**src/rtl/qr_skew_sequencer.sv**
```systemverilog
// qr_skew_sequencer: input skew and cell sequencing front end for a
// ROWS x COLS triangular Givens-rotation systolic array.
// Ports:
//   clk, rst            clock, synchronous active-high reset
//   abort               synchronous flush of the in-flight frame
//   in_valid/in_ready   row beat handshake (in_ready is a flop)
//   in_sof/in_eof       first/last row of a matrix
//   in_data             row elements, column j at [j*DW +: DW]
//   x_skew              column j delayed by 1+j cycles
//   cell_en/cell_init   per-cell strobes, bit i*COLS+j, delayed 1+i+j cycles
//   busy, done, err     status: not idle, frame drained pulse, framing error pulse
module qr_skew_sequencer #(
  parameter int unsigned ROWS = 2,
  parameter int unsigned COLS = 4,
  parameter int unsigned DW   = 32
) (
  input  logic                 clk,
  input  logic                 rst,
  input  logic                 abort,
  input  logic                 in_valid,
  output logic                 in_ready,
  input  logic                 in_sof,
  input  logic                 in_eof,
  input  logic [COLS*DW-1:0]   in_data,
  output logic [COLS*DW-1:0]   x_skew,
  output logic [ROWS*COLS-1:0] cell_en,
  output logic [ROWS*COLS-1:0] cell_init,
  output logic                 busy,
  output logic                 done,
  output logic                 err
);

  // Strobe pipeline depth: stage s feeds every cell on anti-diagonal i+j == s.
  localparam int unsigned NS = ROWS + COLS - 1;
  localparam int unsigned CW = $clog2(ROWS + COLS) + 1;
  localparam logic [CW-1:0] DRAIN_LOAD = CW'(ROWS + COLS - 2);

  typedef enum logic [1:0] {
    S_IDLE,
    S_STREAM,
    S_DRAIN
  } state_e;

  state_e        state_q, state_d;
  logic [CW-1:0] cnt_q, cnt_d;
  logic          ready_q, ready_d;
  logic          busy_q, busy_d;
  logic          done_q, done_d;
  logic          err_q, err_d;
  logic          accept_c;
  logic          keep_c;
  logic          first_c;
  logic [NS-1:0] en_q;
  logic [NS-1:0] init_q;

  assign accept_c = in_valid && ready_q;

  // Next state, drain counter and beat classification.
  always_comb begin
    state_d = state_q;
    cnt_d   = cnt_q;
    done_d  = 1'b0;
    err_d   = 1'b0;
    keep_c  = 1'b0;
    first_c = 1'b0;
    if (abort) begin
      state_d = S_IDLE;
      cnt_d   = '0;
    end else begin
      case (state_q)
        S_IDLE: begin
          if (accept_c) begin
            if (in_sof) begin
              keep_c  = 1'b1;
              first_c = 1'b1;
              if (in_eof) begin
                state_d = S_DRAIN;
                cnt_d   = DRAIN_LOAD;
              end else begin
                state_d = S_STREAM;
              end
            end else begin
              // Mid-frame beat with no open frame is dropped.
              err_d = 1'b1;
            end
          end
        end
        S_STREAM: begin
          if (accept_c) begin
            keep_c  = 1'b1;
            // A repeated sof restarts the frame: tag it init and flag it.
            first_c = in_sof;
            err_d   = in_sof;
            if (in_eof) begin
              state_d = S_DRAIN;
              cnt_d   = DRAIN_LOAD;
            end
          end
        end
        S_DRAIN: begin
          // Stay in DRAIN through the done cycle so in_ready stays low.
          if (done_q) begin
            state_d = S_IDLE;
          end else if (cnt_q == '0) begin
            done_d = 1'b1;
          end else begin
            cnt_d = cnt_q - CW'(1);
          end
        end
        default: begin
          state_d = S_IDLE;
        end
      endcase
    end
    ready_d = (state_d != S_DRAIN);
    busy_d  = (state_d != S_IDLE);
  end

  // Control registers.
  always_ff @(posedge clk) begin
    if (rst) begin
      state_q <= S_IDLE;
      cnt_q   <= '0;
      ready_q <= 1'b1;
      busy_q  <= 1'b0;
      done_q  <= 1'b0;
      err_q   <= 1'b0;
    end else begin
      state_q <= state_d;
      cnt_q   <= cnt_d;
      ready_q <= ready_d;
      busy_q  <= busy_d;
      done_q  <= done_d;
      err_q   <= err_d;
    end
  end

  // Wavefront strobe pipeline; bubbles shift through as zeros.
  always_ff @(posedge clk) begin
    if (rst || abort) begin
      en_q   <= '0;
      init_q <= '0;
    end else begin
      en_q[0]   <= keep_c;
      init_q[0] <= first_c;
      for (int s = 1; s < NS; s++) begin
        en_q[s]   <= en_q[s-1];
        init_q[s] <= init_q[s-1];
      end
    end
  end

  // Per-column data delay line of depth 1+j.
  for (genvar j = 0; j < COLS; j++) begin : g_col
    logic [DW-1:0] sr_q [j+1];

    always_ff @(posedge clk) begin
      if (rst || abort) begin
        for (int k = 0; k <= j; k++) begin
          sr_q[k] <= '0;
        end
      end else begin
        sr_q[0] <= keep_c ? in_data[j*DW +: DW] : '0;
        for (int k = 1; k <= j; k++) begin
          sr_q[k] <= sr_q[k-1];
        end
      end
    end

    assign x_skew[j*DW +: DW] = sr_q[j];
  end

  // Cell (i,j) takes anti-diagonal stage i+j; cells below the diagonal are tied off.
  for (genvar i = 0; i < ROWS; i++) begin : g_row
    for (genvar j = 0; j < COLS; j++) begin : g_cell
      if (j >= i) begin : g_live
        assign cell_en[i*COLS+j]   = en_q[i+j];
        assign cell_init[i*COLS+j] = init_q[i+j];
      end else begin : g_tie
        assign cell_en[i*COLS+j]   = 1'b0;
        assign cell_init[i*COLS+j] = 1'b0;
      end
    end
  end

  assign in_ready = ready_q;
  assign busy     = busy_q;
  assign done     = done_q;
  assign err      = err_q;

endmodule

```
**config.mk**
```make
export PLATFORM = sky130hd
export DESIGN_NAME = qr_skew_sequencer
export DESIGN_NICKNAME = d
export VERILOG_FILES = /design/src/rtl/qr_skew_sequencer.sv
export SDC_FILE = /design/constraint.sdc
export NUM_CORES = 1
export LEC_CHECK = 0
export CAP_MARGIN = 10
export CORE_ASPECT_RATIO = 0.9
export CORE_MARGIN = 1.5
export CORE_UTILIZATION = 50
export CTS_CLUSTER_DIAMETER = 50
export CTS_CLUSTER_SIZE = 28
export DETAILED_ROUTE_END_ITERATION = 7
export PLACE_DENSITY_LB_ADDON = 0.08
export SLEW_MARGIN = 20
export SYNTH_ARGS = -nofsm -noshare
export SYNTH_HDL_FRONTEND = slang
export SYNTH_SLANG_ARGS = --single-unit
```
**constraint.sdc**
```tcl
create_clock -name clk -period 3.4 [get_ports clk]
set_input_delay 0.68 -clock clk [delete_from_list [all_inputs] [get_ports clk]]
set_output_delay 0.68 -clock clk [all_outputs]
set_load 0.02 [all_outputs]
```
# Word-level counts from Yosys, hierarchy flattened
# Memories as Yosys holds them, arrays and structs flattened.
# Cells that the tools add are included.
# word_totals
ff_bits,20
latch_bits,0
ram_bits,320
rom_bits,0
in_bits,134
word_cells,87
memories,4
# op_classes
addsub,1
mul,0
n_div,0
n_lt_le_gt_ge,0
eq_ne,8
n_shift,0
muxes,44
bitwise_logic,10
n_reduce_logical,11
# memory_table
name,depth,word_bits,read_ports,rd_clocked_by_memory_dff,write_ports,line_no,rtl
g_col[3].sr_q,4,32,4,0,4,155,logic [DW-1:0] sr_q [j+1];
g_col[2].sr_q,3,32,3,0,3,155,
g_col[1].sr_q,2,32,2,0,2,155,
g_col[0].sr_q,1,32,1,0,1,155,
# op_table
cell,count
two-way mux 32 bit,14
OR reduction 32 bit,1
two-way mux 4 bit,6
two-way mux 2 bit,7
two-way mux 1 bit,12
"!= test 2 bit, second input constant",6
one-hot mux 4 bit (3 select lines),1
bitwise OR 1 bit,9
one-hot mux 1 bit (2 select lines),3
one-hot mux 2 bit (3 select lines),1
AND reduction 6 bit,1
zero test 4 bit,1
OR reduction 2 bit,2
OR reduction 4 bit,1
"subtractor 4 x 1 -> 4 bit, second input constant",1
nonzero test 3 bit,1
"== test 2 x 1 -> 1 bit, second input constant",1
"== test 2 bit, second input constant",1
zero test 2 bit,1
nonzero test 2 bit,1
logical AND 1 bit,1
logical OR 1 bit,1
NOT 1 bit,1

# Depth between registers and ports, before layout
# depth
ltp_word,6
depth_mapped,7

# Worst setup path after synthesis
# OpenSTA, ideal clock, no wires.
# synth_path
kind,input port to flip-flop
start,input port abort
end,memory g_col[3].sr_q[0][12]
setup_time_ns,0.059
arrival_ns,1.902
t_required_ns,3.341
slack_ns,1.440
path_stages,7
n_path_buf,3
path_cell_list,or2_1 buf_6 or3_4 nor2_4 clkbuf_2 buf_6 and2_1
# synth_rtl
element,line_no,rtl
from (decl),19,"input logic abort,"
to (decl),155,

# Worst setup path in the final report
# layout_path
start,register init_q[2]
end,output port cell_init[2]
# layout_rtl
element,line_no,rtl
from (decl),54,logic [NS-1:0] init_q;
"from (signal, indexed assignment)",148,init_q[s] <= init_q[s-1];
to (decl),27,"output logic [ROWS*COLS-1:0] cell_init,"
# No word-level cell between the ends.

==> metrics.md <==
| Metric | Value |
|---|---|
| Status | `complete, no violations` |
| Initial antenna violation count | `0` |
| Most frequent cell after synthesis | `dfxtp_1` |
| Full die area | `20600 sq um` |
| Total GRT Usage | `15.4%` |
| Crit path capture type | `output pin` |
| Top cell type's share of synthesized area | `approximately 69%` |
| GP Congestion | `0.827` |
| Min cycle time layout | `2.24 ns` |
| HPWL Detailed | `roughly 11000 um` |
| Core area | `~19000 sq um` |
| Wire per inst | `~13 um` |
| Layout fillers | `1430` |
| Slew @ Worst Pin | `0.609 ns` |
| Ports | `282` |
| Clock sink count | `340` |
| Antenna cells | `0` |
| Worst clock skew | `0.0246 ns` |
| Htree depth | `1` |
| Comb power frac | `3.7%` |
| Port Buffers | `279` |
| Critical path cell sequence | `clkdlybuf4s50_1` |
| Delay of the slowest cell on the worst path | `0.64 ns` |
| Clock Power Share | `43.3%` |
| Worst EP required | `2.72 ns` |
| Peak supply drop | `358 uV` |
| CTS tree | `yes` |
| FMAX | `447 MHz` |
| Vias | `5438` |
| Starting Density | `between 50 and 60%` |
| Cells taking the most area after synthesis | `dfxtp_1 69%, and2_1 21%, buf_4 5.3%` |
| Vias in the first global route | `4854` |
| Flop pwr share | `between 50% and 60%` |
| Detailed router's first-iteration violation count | `~130` |
| Area leader, netlist | `dfxtp_1` |
| Pwr/cell area | `570 nW/um^2` |
| Fin nets | `1163` |
| Post-synthesis register bit count | `340` |
| Type of origin of the critical path | `flop` |
| Root Driver | `clkbuf_16` |
| Primary FF master, synth | `dfxtp_1` |
| Synth async-reset ratio | `0%` |
| Routed wire length | `16200 um` |
| Pint | `5.87 mW` |
| Global-route wire length before repair | `about 24000 um` |
| Buffers from clock root to sink, at most | `3` |
| Worst Hold Margin | `0.402 ns` |
| GRT overflow | `0` |
| Largest net degree at the start of global routing | `205` |
| Sequential area share after synthesis | `around 69%` |
| Delay-heaviest family, CP | `buffers and inverters` |
| Yosys cell types | `35` |
| Fin crit share | `65.8%` |
| Site Rows | `48` |
| Rel. slew slack | `59.4%` |
| Switching share of power | `22.8%` |
| Setup TNS | `0 ns` |
| Post CTS Setup Buffer Count | `0` |
| Clock-pin slew on the worst setup and hold paths | `0.09 ns` |
| Setup violators final | `0` |
| Post-synth EDFFs | `0` |
| CP Class | `reg -> out` |
| Crit path DAT | `1.56 ns` |
| Post-CTS Resized | `0` |
| Die width | `151 um` |
| Worst Path Max Fanout | `3` |
| Footprint of the multi-input gates | `~2400 sq um` |
| ANT nets after route | `0` |
| Max-slew violations | `0` |
| TritonCTS Buffers | `26` |
| DR pass1 iterations | `4` |
| Yosys warns | `0` |
| Psw | `about 1.7 mW` |
| Worst-Skew Late Latency | `about 0.54 ns` |
| Hold Path Class | `reg -> reg` |
| Layout cells sized above 1 | `under 10%` |
| Mapped Cells | `824` |
| Hold Buf Count CTS | `0` |
| Mapped cell area | `9880 sq um` |
| Area delta synth->final | `34.9%` |
| Drt drc | `0` |
| Mean post-synth cell area | `~12 sq um` |
| Final Hold Viols | `0` |
| # Max-Cap Violations | `0` |
| Total area of sequential cells | `6810 sq um` |
| Slowest-stage cell, CP | `clkdlybuf4s50_1` |
| Worst Path Buf+Inv | `1` |
| Die Y | `roughly 140 um` |
| Leak pwr | `5.34 nW` |
| Commonest cells in the netlist | `340 x dfxtp_1, 328 x and2_1, 70 x buf_4` |
| DR vias/cell | `around 4.2` |
| RSZ-0062 raised after global routing | `false` |
-- layer usage --
layer / part of all wire (%) / up-vias / global-route usage, % / wire length (um)
met1: 39 / 2364 / 16.9 / 6300
met2: 49 / 194 / 26.4 / 7890
met3: 9.3 / 33 / 6.41 / 1510
met4: 3.4 / 0 / 6.31 / 545
li1: - / 2847 / - / -
met5: 0 / - / 0 / 0
-- cell usage in the layout (no fill, tap or decap), types with 2 or more instances in the layout --
cell,n
o211ai_1,2
nor3_1,3
buf_12,2
inv_1,5
nor2_1,4
and2_1,328
ha_1,2
a31oi_1,2
inv_12,5
nand2_1,4
inv_6,2
clkbuf_16,26
nor2_4,2
clkdlybuf4s50_1,279
clkinv_8,6
dfxtp_1,340
inv_8,3
o21ai_0,3
conb_1,2
o41ai_1,2
nor4_1,2
-- state kept, by name, summed over array words and instances (netlist names) --
name / flops
cnt_q: 4
g_col.sr_q: 320
done: 1
init_q: 5
in_ready: 1
err: 1
en_q: 5
busy: 1
state_q: 2
-- path summary, 6_finish.rpt --
kind / from / endpoint / slack [ns] / depth (start not counted)
min reg2reg: g_col[3].sr_q[1][16] / g_col[3].sr_q[2][16] / 0.40 / 1
max reg2reg: cnt_q[0] / cnt_q[3] / 1.53 / 6
max: init_q[2] / cell_init[2] / 1.16 / 1
min: g_col[3].sr_q[1][16] / g_col[3].sr_q[2][16] / 0.40 / 1
-- area by class of cell --
class                           instances  share of cell area [%]
Timing Repair Buffer                  282                    21.3
Tap cell                              250                    2.35
Clock buffer                           28                    5.02
Inverter                                5                   0.141
Sequential cell                       340                    51.1
Multi-Input combinational cell        372                    17.7
Clock inverter                         20                    2.39
-- per-stage QoR --
| stage | setup WS, ns | power [mW] | instances | utilization (%) | area [sq um] |
|---|---|---|---|---|---|
| 6_report | 1.16 | 7.59 | 1297 | 69.1 | 13300 |
| 5_1_grt | 1.09 | 7.90 | 1297 | 69.1 | 13300 |
| 4_1_cts | 1.10 | 7.70 | 1297 | 69.1 | 13300 |
| 3_5_place_dp | 0.798 | 4.40 | 1249 | 64.0 | 12300 |
| 3_3_place_gp | 0.832 | 4.40 | 1249 | 64.0 | 12300 |
| 2_1_floorplan | 1.44 | 4.22 | 825 | - | 9880 |
-- power by group through the flow --
| stage | logic (mW) | clock network [mW] | registers, mW |
|---|---|---|---|
| 2_1_floorplan | 0.0869 | 0 | 4.13 |
| 3_3_place_gp | 0.280 | 0 | 4.12 |
| 3_5_place_dp | 0.283 | 0 | 4.12 |
| 4_1_cts | 0.284 | 3.39 | 4.03 |
| 5_1_grt | 0.305 | 3.56 | 4.03 |
| 6_report | 0.279 | 3.29 | 4.03 |
-- logic make-up after synthesis --
kind of cell             count (synthesis)  synth area share (%)
AO/OA/AOI/OAI                           14                  1.04
XOR/XNOR                                 1                0.0887
adder cells (fa/ha/maj)                  2                 0.253
buffers and inverters                  113                  7.33
flip-flops                             340                  68.9
multiplexers                             2                 0.215
other                                    1                0.0380
AND/OR/NAND/NOR                        351                  22.1
Note: power is estimated with default switching activity, not from simulation.
